[config.mk]
export PLATFORM = sky130hd
export DESIGN_NAME = ps2_host_tx_flat
export DESIGN_NICKNAME = d
export VERILOG_FILES = /design/src/rtl/ps2_pkg.sv /design/src/rtl/ps2_host_tx_if.sv /design/src/rtl/ps2_sync_edge.sv /design/src/rtl/ps2_host_tx.sv /design/src/flat_wrapper.sv
export SDC_FILE = /design/constraint.sdc
export NUM_CORES = 1
export LEC_CHECK = 0
export CORE_MARGIN = 5
export CORE_UTILIZATION = 55
export CTS_CLUSTER_SIZE = 10
export DETAILED_ROUTE_END_ITERATION = 8
export PLACE_DENSITY = 0.78
export SYNTH_ARGS = -nofsm -noshare
export SYNTH_HDL_FRONTEND = slang
export SYNTH_SLANG_ARGS = --single-unit
[constraint.sdc]
create_clock -name clock -period 3.7 [get_ports clock]
set_input_delay 0.555 -clock clock [delete_from_list [all_inputs] [get_ports clock]]
set_output_delay 0.555 -clock clock [all_outputs]
set_load 0.05 [all_outputs]
[src/rtl/ps2_pkg.sv]
// ps2_pkg: PS/2 protocol constants, transmitter states and default 50 MHz timing
package ps2_pkg;
  localparam logic [7:0] TERMINATE = 8'hF0;
  localparam logic [7:0] DUMMY = 8'h00;
  localparam logic [7:0] CMD_SET_LEDS = 8'hED;
  localparam logic [7:0] CMD_RESET = 8'hFF;
  localparam logic [7:0] RESP_ACK = 8'hFA;
  localparam int INHIBIT_DEFAULT = 5000;
  localparam int TIMEOUT_DEFAULT = 1000000;
  typedef enum logic [2:0] {S_IDLE, S_INHIBIT, S_RTS, S_SEND, S_ACK, S_WAIT_IDLE} state_t;
  function automatic logic odd_parity(input logic [7:0] b);
    return ~^b;
  endfunction
endpackage

[src/rtl/ps2_host_tx_if.sv]
// ps2_host_tx_if: command handshake and open-drain line controls of the PS/2 transmitter
interface ps2_host_tx_if;
  logic start;
  logic [7:0] data_in;
  logic ps2_clk_in;
  logic ps2_data_in;
  logic ps2_clk_oe;
  logic ps2_data_oe;
  logic busy;
  logic done;
  logic error;
  modport master (
    output start, data_in, ps2_clk_in, ps2_data_in,
    input ps2_clk_oe, ps2_data_oe, busy, done, error
  );
  modport slave (
    input start, data_in, ps2_clk_in, ps2_data_in,
    output ps2_clk_oe, ps2_data_oe, busy, done, error
  );
endinterface

[src/rtl/ps2_sync_edge.sv]
// ps2_sync_edge: 2-FF synchronizers for PS/2 clock/data plus falling-edge detect on clock
module ps2_sync_edge (
  input  logic clock,
  input  logic reset,
  input  logic clk_in,
  input  logic data_in,
  output logic clk_s,
  output logic data_s,
  output logic fall
);
  logic [1:0] cq, dq;
  logic cprev;
  // reset to the idle-high line level so leaving reset never looks like a fall
  always_ff @(posedge clock or negedge reset)
    if (!reset) begin
      cq <= 2'b11;
      dq <= 2'b11;
      cprev <= 1'b1;
    end else begin
      cq <= {cq[0], clk_in};
      dq <= {dq[0], data_in};
      cprev <= cq[1];
    end
  assign clk_s = cq[1];
  assign data_s = dq[1];
  assign fall = cprev & ~cq[1];
endmodule

[src/rtl/ps2_host_tx.sv]
// ps2_host_tx: PS/2 host-to-device byte transmitter (inhibit, request-to-send,
// device-clocked frame, ack check, watchdog) driving open-drain line enables
module ps2_host_tx
  import ps2_pkg::*;
#(
  parameter int INHIBIT_CYCLES = INHIBIT_DEFAULT,
  parameter int TIMEOUT_CYCLES = TIMEOUT_DEFAULT
) (
  input logic clock,
  input logic reset,
  ps2_host_tx_if.slave io
);
  localparam int CW = $clog2(TIMEOUT_CYCLES > INHIBIT_CYCLES ? TIMEOUT_CYCLES : INHIBIT_CYCLES) + 1;
  state_t state, state_n;
  logic [CW-1:0] cnt, cnt_n;
  logic [10:0] sh, sh_n;
  logic [3:0] n, n_n;
  logic done_n, err_n, clk_s, data_s, fall;
  ps2_sync_edge u_sync (
    .clock(clock), .reset(reset), .clk_in(io.ps2_clk_in), .data_in(io.ps2_data_in),
    .clk_s(clk_s), .data_s(data_s), .fall(fall)
  );
  always_ff @(posedge clock or negedge reset)
    if (!reset) begin
      state <= S_IDLE;
      cnt <= '0;
      sh <= '1;
      n <= '0;
      io.done <= 1'b0;
      io.error <= 1'b0;
    end else begin
      state <= state_n;
      cnt <= cnt_n;
      sh <= sh_n;
      n <= n_n;
      io.done <= done_n;
      io.error <= err_n;
    end
  // sh holds {stop, parity, data[7:0], start}; sh[0] is the bit currently on the line
  always_comb begin
    state_n = state;
    cnt_n = cnt;
    sh_n = sh;
    n_n = n;
    done_n = 1'b0;
    err_n = 1'b0;
    case (state)
      S_IDLE: begin
        cnt_n = '0;
        n_n = '0;
        if (io.start) begin
          sh_n = {1'b1, odd_parity(io.data_in), io.data_in, 1'b0};
          state_n = S_INHIBIT;
        end
      end
      S_INHIBIT: begin
        cnt_n = cnt == CW'(INHIBIT_CYCLES - 1) ? '0 : cnt + 1'b1;
        state_n = cnt == CW'(INHIBIT_CYCLES - 1) ? S_RTS : S_INHIBIT;
      end
      S_RTS: begin
        cnt_n = '0;
        state_n = S_SEND;
      end
      S_SEND: if (fall) begin
        sh_n = {1'b1, sh[10:1]};
        n_n = n + 1'b1;
        state_n = n == 4'd9 ? S_ACK : S_SEND;
      end
      S_ACK: if (fall) begin
        state_n = data_s ? S_IDLE : S_WAIT_IDLE;
        err_n = data_s;
      end
      S_WAIT_IDLE: if (clk_s && data_s) begin
        state_n = S_IDLE;
        done_n = 1'b1;
      end
      default: state_n = S_IDLE;
    endcase
    // watchdog shared by every device-clocked state
    if (state inside {S_SEND, S_ACK, S_WAIT_IDLE}) begin
      cnt_n = fall ? '0 : cnt + 1'b1;
      if (!fall && cnt == CW'(TIMEOUT_CYCLES - 1)) begin
        state_n = S_IDLE;
        done_n = 1'b0;
        err_n = 1'b1;
      end
    end
  end
  assign io.ps2_clk_oe = state == S_INHIBIT || state == S_RTS;
  assign io.ps2_data_oe = state == S_RTS || (state == S_SEND && !sh[0]);
  assign io.busy = state != S_IDLE;
endmodule
[src/flat_wrapper.sv]
// flat-port wrapper written by rule: the top's interface ports become plain ports
module ps2_host_tx_flat import ps2_pkg::*;
#(
  parameter int INHIBIT_CYCLES = INHIBIT_DEFAULT,
  parameter int TIMEOUT_CYCLES = TIMEOUT_DEFAULT
)
  (clock, reset, io_start, io_data_in, io_ps2_clk_in, io_ps2_data_in, io_ps2_clk_oe, io_ps2_data_oe, io_busy, io_done, io_error);
  ps2_host_tx_if io_i ();
  input logic clock;
  input logic reset;
  input wire logic [$bits(io_i.start)-1:0] io_start;
  input wire logic [$bits(io_i.data_in)-1:0] io_data_in;
  input wire logic [$bits(io_i.ps2_clk_in)-1:0] io_ps2_clk_in;
  input wire logic [$bits(io_i.ps2_data_in)-1:0] io_ps2_data_in;
  output wire logic [$bits(io_i.ps2_clk_oe)-1:0] io_ps2_clk_oe;
  output wire logic [$bits(io_i.ps2_data_oe)-1:0] io_ps2_data_oe;
  output wire logic [$bits(io_i.busy)-1:0] io_busy;
  output wire logic [$bits(io_i.done)-1:0] io_done;
  output wire logic [$bits(io_i.error)-1:0] io_error;
  assign io_i.start = io_start;
  assign io_i.data_in = io_data_in;
  assign io_i.ps2_clk_in = io_ps2_clk_in;
  assign io_i.ps2_data_in = io_ps2_data_in;
  assign io_ps2_clk_oe = io_i.ps2_clk_oe;
  assign io_ps2_data_oe = io_i.ps2_data_oe;
  assign io_busy = io_i.busy;
  assign io_done = io_i.done;
  assign io_error = io_i.error;
  ps2_host_tx #(.INHIBIT_CYCLES(INHIBIT_CYCLES), .TIMEOUT_CYCLES(TIMEOUT_CYCLES)) u_core (.clock(clock), .reset(reset), .io(io_i));
endmodule
[After elaboration in Yosys (flattened, before gate mapping)]
Cells that the tools add are included.
Storage, ports and cells
  bits in registers: 46
  latch bits: 0
  bits in writable memories: 0
  memory bits (read-only): 0
  input bits: 13
  output and inout port bits: 5
  word-level logic and storage cells: 66
  memories: 0
Cells by class
  add/sub/neg operators: 2
  $mul: 0
  div/mod/pow operators: 0
  $lt $le $gt $ge: 0
  equal/unequal tests: 10
  shifts and indexed selects: 0
  multiplexer cells: 27
  bitwise gates (word level): 2
  reduce and logical (&&, ||, !) cells: 16
Operators by type and width (count)
  21-bit two-way mux: 3
  21-bit one-hot mux with 2 select lines: 1
  3-bit two-way mux: 8
  11-bit two-way mux: 2
  11-bit one-hot mux with 2 select lines: 1
  21-bit by 1-bit adder with 21-bit output (second input constant): 1
  21-bit by 13-bit equality test with 1-bit output (second input constant): 1
  21-bit by 20-bit equality test with 1-bit output (second input constant): 1
  3-bit one-hot mux with 6 select lines: 1
  3-bit nonzero test: 3
  1-bit two-way mux: 8
  4-bit one-hot mux with 2 select lines: 1
  8-bit XNOR reduction: 1
  3-bit by 2-bit equality test with 1-bit output (second input constant): 2
  3-bit equality test (second input constant): 2
  4-bit by 1-bit adder with 4-bit output (second input constant): 1
  4-bit equality test (second input constant): 1
  4-bit two-way mux: 1
  3-bit by 1-bit equality test with 1-bit output (second input constant): 1
  1-bit logical AND: 3
  3-bit zero test: 1
  3-bit AND reduction: 1
  1-bit zero test: 2
  1-bit logical OR: 2
  8 further kinds: 8

[Longest topological paths before layout]
  depth in word-level cells: 6
  gate-level depth with buffers: 7
  mapped depth without buffers: 7

[By module]
A second synthesis with hierarchy kept.
Second synthesis, totals
  cell total of the unflattened synthesis: 250
  area, all modules: 2464.9 µm²
By module, submodules not included
  ps2_host_tx: times used 1, cells an instance 244, area each 2319.7 µm², sequential area each 1013.5 µm²
  ps2_sync_edge: times used 1, cells an instance 6, area each 145.1 µm², sequential area each 131.4 µm²

[Worst setup path before layout]
Ideal clock, no wire load.
  path kind: flip-flop to output port
  start point: register u_core.state[0]
  end point: output io_ps2_clk_oe
  arrival: 1.512 ns
  data required time: 3.145 ns
  slack: 1.633 ns
  cell stages (with the launch flop): 5
  path buffers: 1
  path through: dfrtp_1 > clkbuf_1 > inv_1 > nand2_1 > a21oi_1
On the way
  longest elaborated chain between the ends: 2
  elaborated cells on any way between the ends: 3
  those cells by class: eq/ne (2); reduce/logical (1)
RTL lines
  start: declaration: line ps2_host_tx.sv:14  | state_t state, state_n;
  start signal: assignment: line ps2_host_tx.sv:32  | state <= state_n;
  3-bit by 1-bit equality test with 1-bit output / 3-bit by 2-bit equality test with 1-bit output (equally long branches): line ps2_host_tx.sv:89  | assign io.ps2_clk_oe = state == S_INHIBIT || state == S_RTS;
  1-bit logical OR (*): line ps2_host_tx.sv:89
  end: declaration: line flat_wrapper.sv:15  | output wire logic [$bits(io_i.ps2_clk_oe)-1:0] io_ps2_clk_oe;
Mark *: on every way between the ends. The rest lies on a longest branch, timed or not.

[Worst setup path in the final report]
  start point: register u_core.state[1]
  end point: output io_busy
On the way
  longest elaborated chain between the ends: 1
RTL lines
  3-bit nonzero test: line ps2_host_tx.sv:91  | assign io.busy = state != S_IDLE;
  end: declaration: line flat_wrapper.sv:17  | output wire logic [$bits(io_i.busy)-1:0] io_busy;
Every way passes these cells.

==> key figures <==
Layout
  • Layout area overhead: 11.8%
  • Final net count: 301
  • Post-route insts no fill: 338
  • Antenna diodes: 0
  • Share of cells above drive strength 1: 13.3%

Placement
  • Detailed Place HPWL: 3440 µm
  • RD Place Congestion: 0.871
  • Placed insts: 330
  • Port bufs: 17

Worst setup path
  • FF-to-FF End: u_core.cnt[8]
  • Crit path capture type: primary output
  • CP Max Fanout: 18
  • Worst Setup SP: u_core.state[1]
  • R2r setup slk: 1.66 ns
  • Type of the worst setup path: flop to primary output
  • CP Data Arrival Time: 2.17 ns
  • Crit path required time: 3.14 ns
  • Critical R2R Launch: u_core.cnt[13]
  • CP startpoint kind: flop
  • R2r worst-path depth: 5

Power and ir drop
  • Worst vdd ir: 0.281 mV
  • Leak Pwr: 1.17 nW
  • PD cells: 320 mW/mm²

Worst hold path
  • Worst Hold Path EP: u_core.u_sync.cq[1]
  • Cells on Worst Hold Path: 0
  • HP Class: flop to flop
  • Hold_sp: u_core.u_sync.cq[0]

Route
  • Post-DR vias/cell: 5.82
  • Final wirelength: 4840 µm
  • DR DRC count: 0
  • Wirelength per Cell: 14.3 µm
  • Number of DRC markers in iteration 0: 161
  • Vias: 1,967
  • Detailed Routing Iterations Pass 1: 4
  • ANT nets after route: 0

Global route
  • All-Layer GR Usage: 17.4%
  • Largest net degree at the start of global routing: 46
  • Initial antenna violation count: 0
  • Vias in the first global route: 1,798
  • Grt ovf: 0
  • Global-route wire length before repair: 8390 µm

STA
  • Worst slew margin: 34.5%
  • Unrepaired setup endpoints after global routing: no
  • Min cycle time layout: 2.73 ns
  • Final clock skew: 0.00798 ns
  • Hold Vio Cnt, Final: 0
  • Max-slew violations: 0
  • Max Freq: 366 MHz
  • Slew @ Worst Pin: 0.983 ns
  • Setup-failing EPs final: 0
  • Final Cycle Share: 73.8%
  • TNS Setup: 0 ns

Floorplan
  • Initial core utilization: 56.5%
  • FP Rows: 24
  • DIE WIDTH: 76.9 µm
  • Core Area: 0.00435 mm²
  • I/O pin cnt: 18
  • Die Span Y: 76.9 µm
  • DIE AREA: 0.00591 mm²

Clock network
  • Hold-fix buffers, CTS: 0
  • Root Buffer: clkbuf_8
  • Clock-pin slew on the worst setup and hold paths: 0.08 ns
  • H-Tree Depth: 2
  • Max clock buf depth: 2
  • Post-CTS Setup Bufs: 0
  • CTS tree: yes
  • Clock buffer count from CTS: 5
  • Clock Latency Late Sink: 0.30 ns
  • Clk sinks: 45
  • Resize count post-CTS: 0

Yosys
  • Synth cell count leaders: nand2_1, nor2_1, dfrtp_1, dfstp_2, xnor2_1
  • Number of synthesized flops with an enable pin: 0
  • Yosys reg bits: 45
  • Share of synthesized flip-flops with an asynchronous set or reset: 100%
  • Synth area leaders: dfrtp_1, dfstp_2, nand2_1
  • Mapped cell area: 0.00246 mm²
  • Post-synth top area share: 30.5%
  • Yosys cell types: 48
  • Cell count after synthesis: 269
  • Synth area leader: dfrtp_1
  • Top FF cell, synth: dfrtp_1
  • Post-Syn Nets: 285
  • Avg Cell Area, Syn: 9.14 µm²
  • Most frequent cell after synthesis: nand2_1
  • Post-synthesis sequential area ratio: 46.6%
  • Yosys Warn Count: 0

Job
  • Max-cap violations: 0

Outcome
  • Status: finished, final reports clean
==> metal layers <==
metal / global-route usage, % / wire length (µm) / share of wire (%) / vias up
met4: 6.12 / 70 / 1.4 / 0
li1: - / - / - / 982
met5: 0 / 0 / 0 / -
met3: 3.16 / 234 / 4.8 / 5
met1: 25.9 / 2430 / 50 / 936
met2: 25.2 / 2110 / 44 / 44
==> power breakdown <==
group / leakage, nW / internal (mW) / switching, mW
combinational: 0.564 / 0.0205 / 0.0223
sequential: 0.557 / 0.497 / 0.00215
clock: 0.0534 / 0.173 / 0.163
==> through the flow <==
step                utilization, %  worst slack [ns]  area (µm²)  hold WS, ns  power [mW]
floorplan                        -              1.63        2460        0.259       0.524
global placement              60.7              1.34        2650        0.349       0.551
detailed placement            60.7              1.30        2650        0.349       0.551
CTS                           63.1             0.957        2750        0.361       0.887
global route                  63.1             0.818        2750        0.363       0.919
finish                        63.1             0.971        2750        0.360       0.878
==> layout make-up <==
| cell class | count | area [µm²] |
|---|---|---|
| inverters | 9 | 33.8 |
| well taps | 52 | 65.1 |
| fillers | 353 | 1610 |
| clock inverters | 1 | 5.00 |
| flip-flops and latches | 45 | 1140 |
| clock buffers | 7 | 97.6 |
| repair buffers | 19 | 180 |
| multi-input cells | 205 | 1220 |
==> registers in the layout (all words and copies together), names as in the netlist <==
register,cells
u_core.cnt,21
u_core.u_sync.cprev,1
u_core.u_sync.cq,2
u_core.io.done,1
u_core.sh,10
u_core.state,3
u_core.n,4
u_core.io.error,1
u_core.u_sync.dq,2
==> worst max path at each step <==
stage | slack, ns | cells past startpoint | endpoint
2_1_floorplan | 1.63 | 4 | io_ps2_clk_oe
3_3_place_gp | 1.34 | 3 | io_busy
3_5_place_dp | 1.30 | 3 | io_busy
4_1_cts | 0.96 | 3 | io_busy
5_1_grt | 0.82 | 3 | io_busy
6_report | 0.97 | 3 | io_busy
==> cell usage in the layout, fill, tap and decap left out, types with 2 or more instances in the layout <==
cell / instances
nor2_1: 35
xnor2_1: 15
nor4_1: 6
nor3_1: 11
nand2b_1: 4
inv_1: 9
and3_1: 2
nor4_2: 2
nand4_1: 7
clkdlybuf4s50_1: 16
ha_1: 3
a31oi_1: 12
dfstp_2: 15
nand3_1: 8
o21ai_1: 5
nand2_1: 42
nand3b_1: 2
dfrtp_1: 30
or3_1: 3
a21oi_2: 2
o21ai_0: 8
buf_4: 2
a22o_1: 6
a21oi_1: 6
clkbuf_8: 5
xor2_1: 5
==> kinds of logic (layout without fill, tap and decap cells) <==
logic type	after synthesis	count (layout)	share of synthesized area [%]
xor gates and xnor gates	20	20	7.12
DFF	45	45	46.6
buffers and inverters	19	36	3.77
adders and majority gates	3	3	1.53
AOI/OAI and AO/OA	48	48	13.7
and+or+nand+nor	133	133	26.8
muxes	1	1	0.458
==> critical path: stages (launching register included) <==
cell and delay [ns]:
dfrtp_1 0.56, nor3_1 0.45, inv_1 0.13, clkdlybuf4s50_1 0.73
Power figures use the tool's default switching activity.
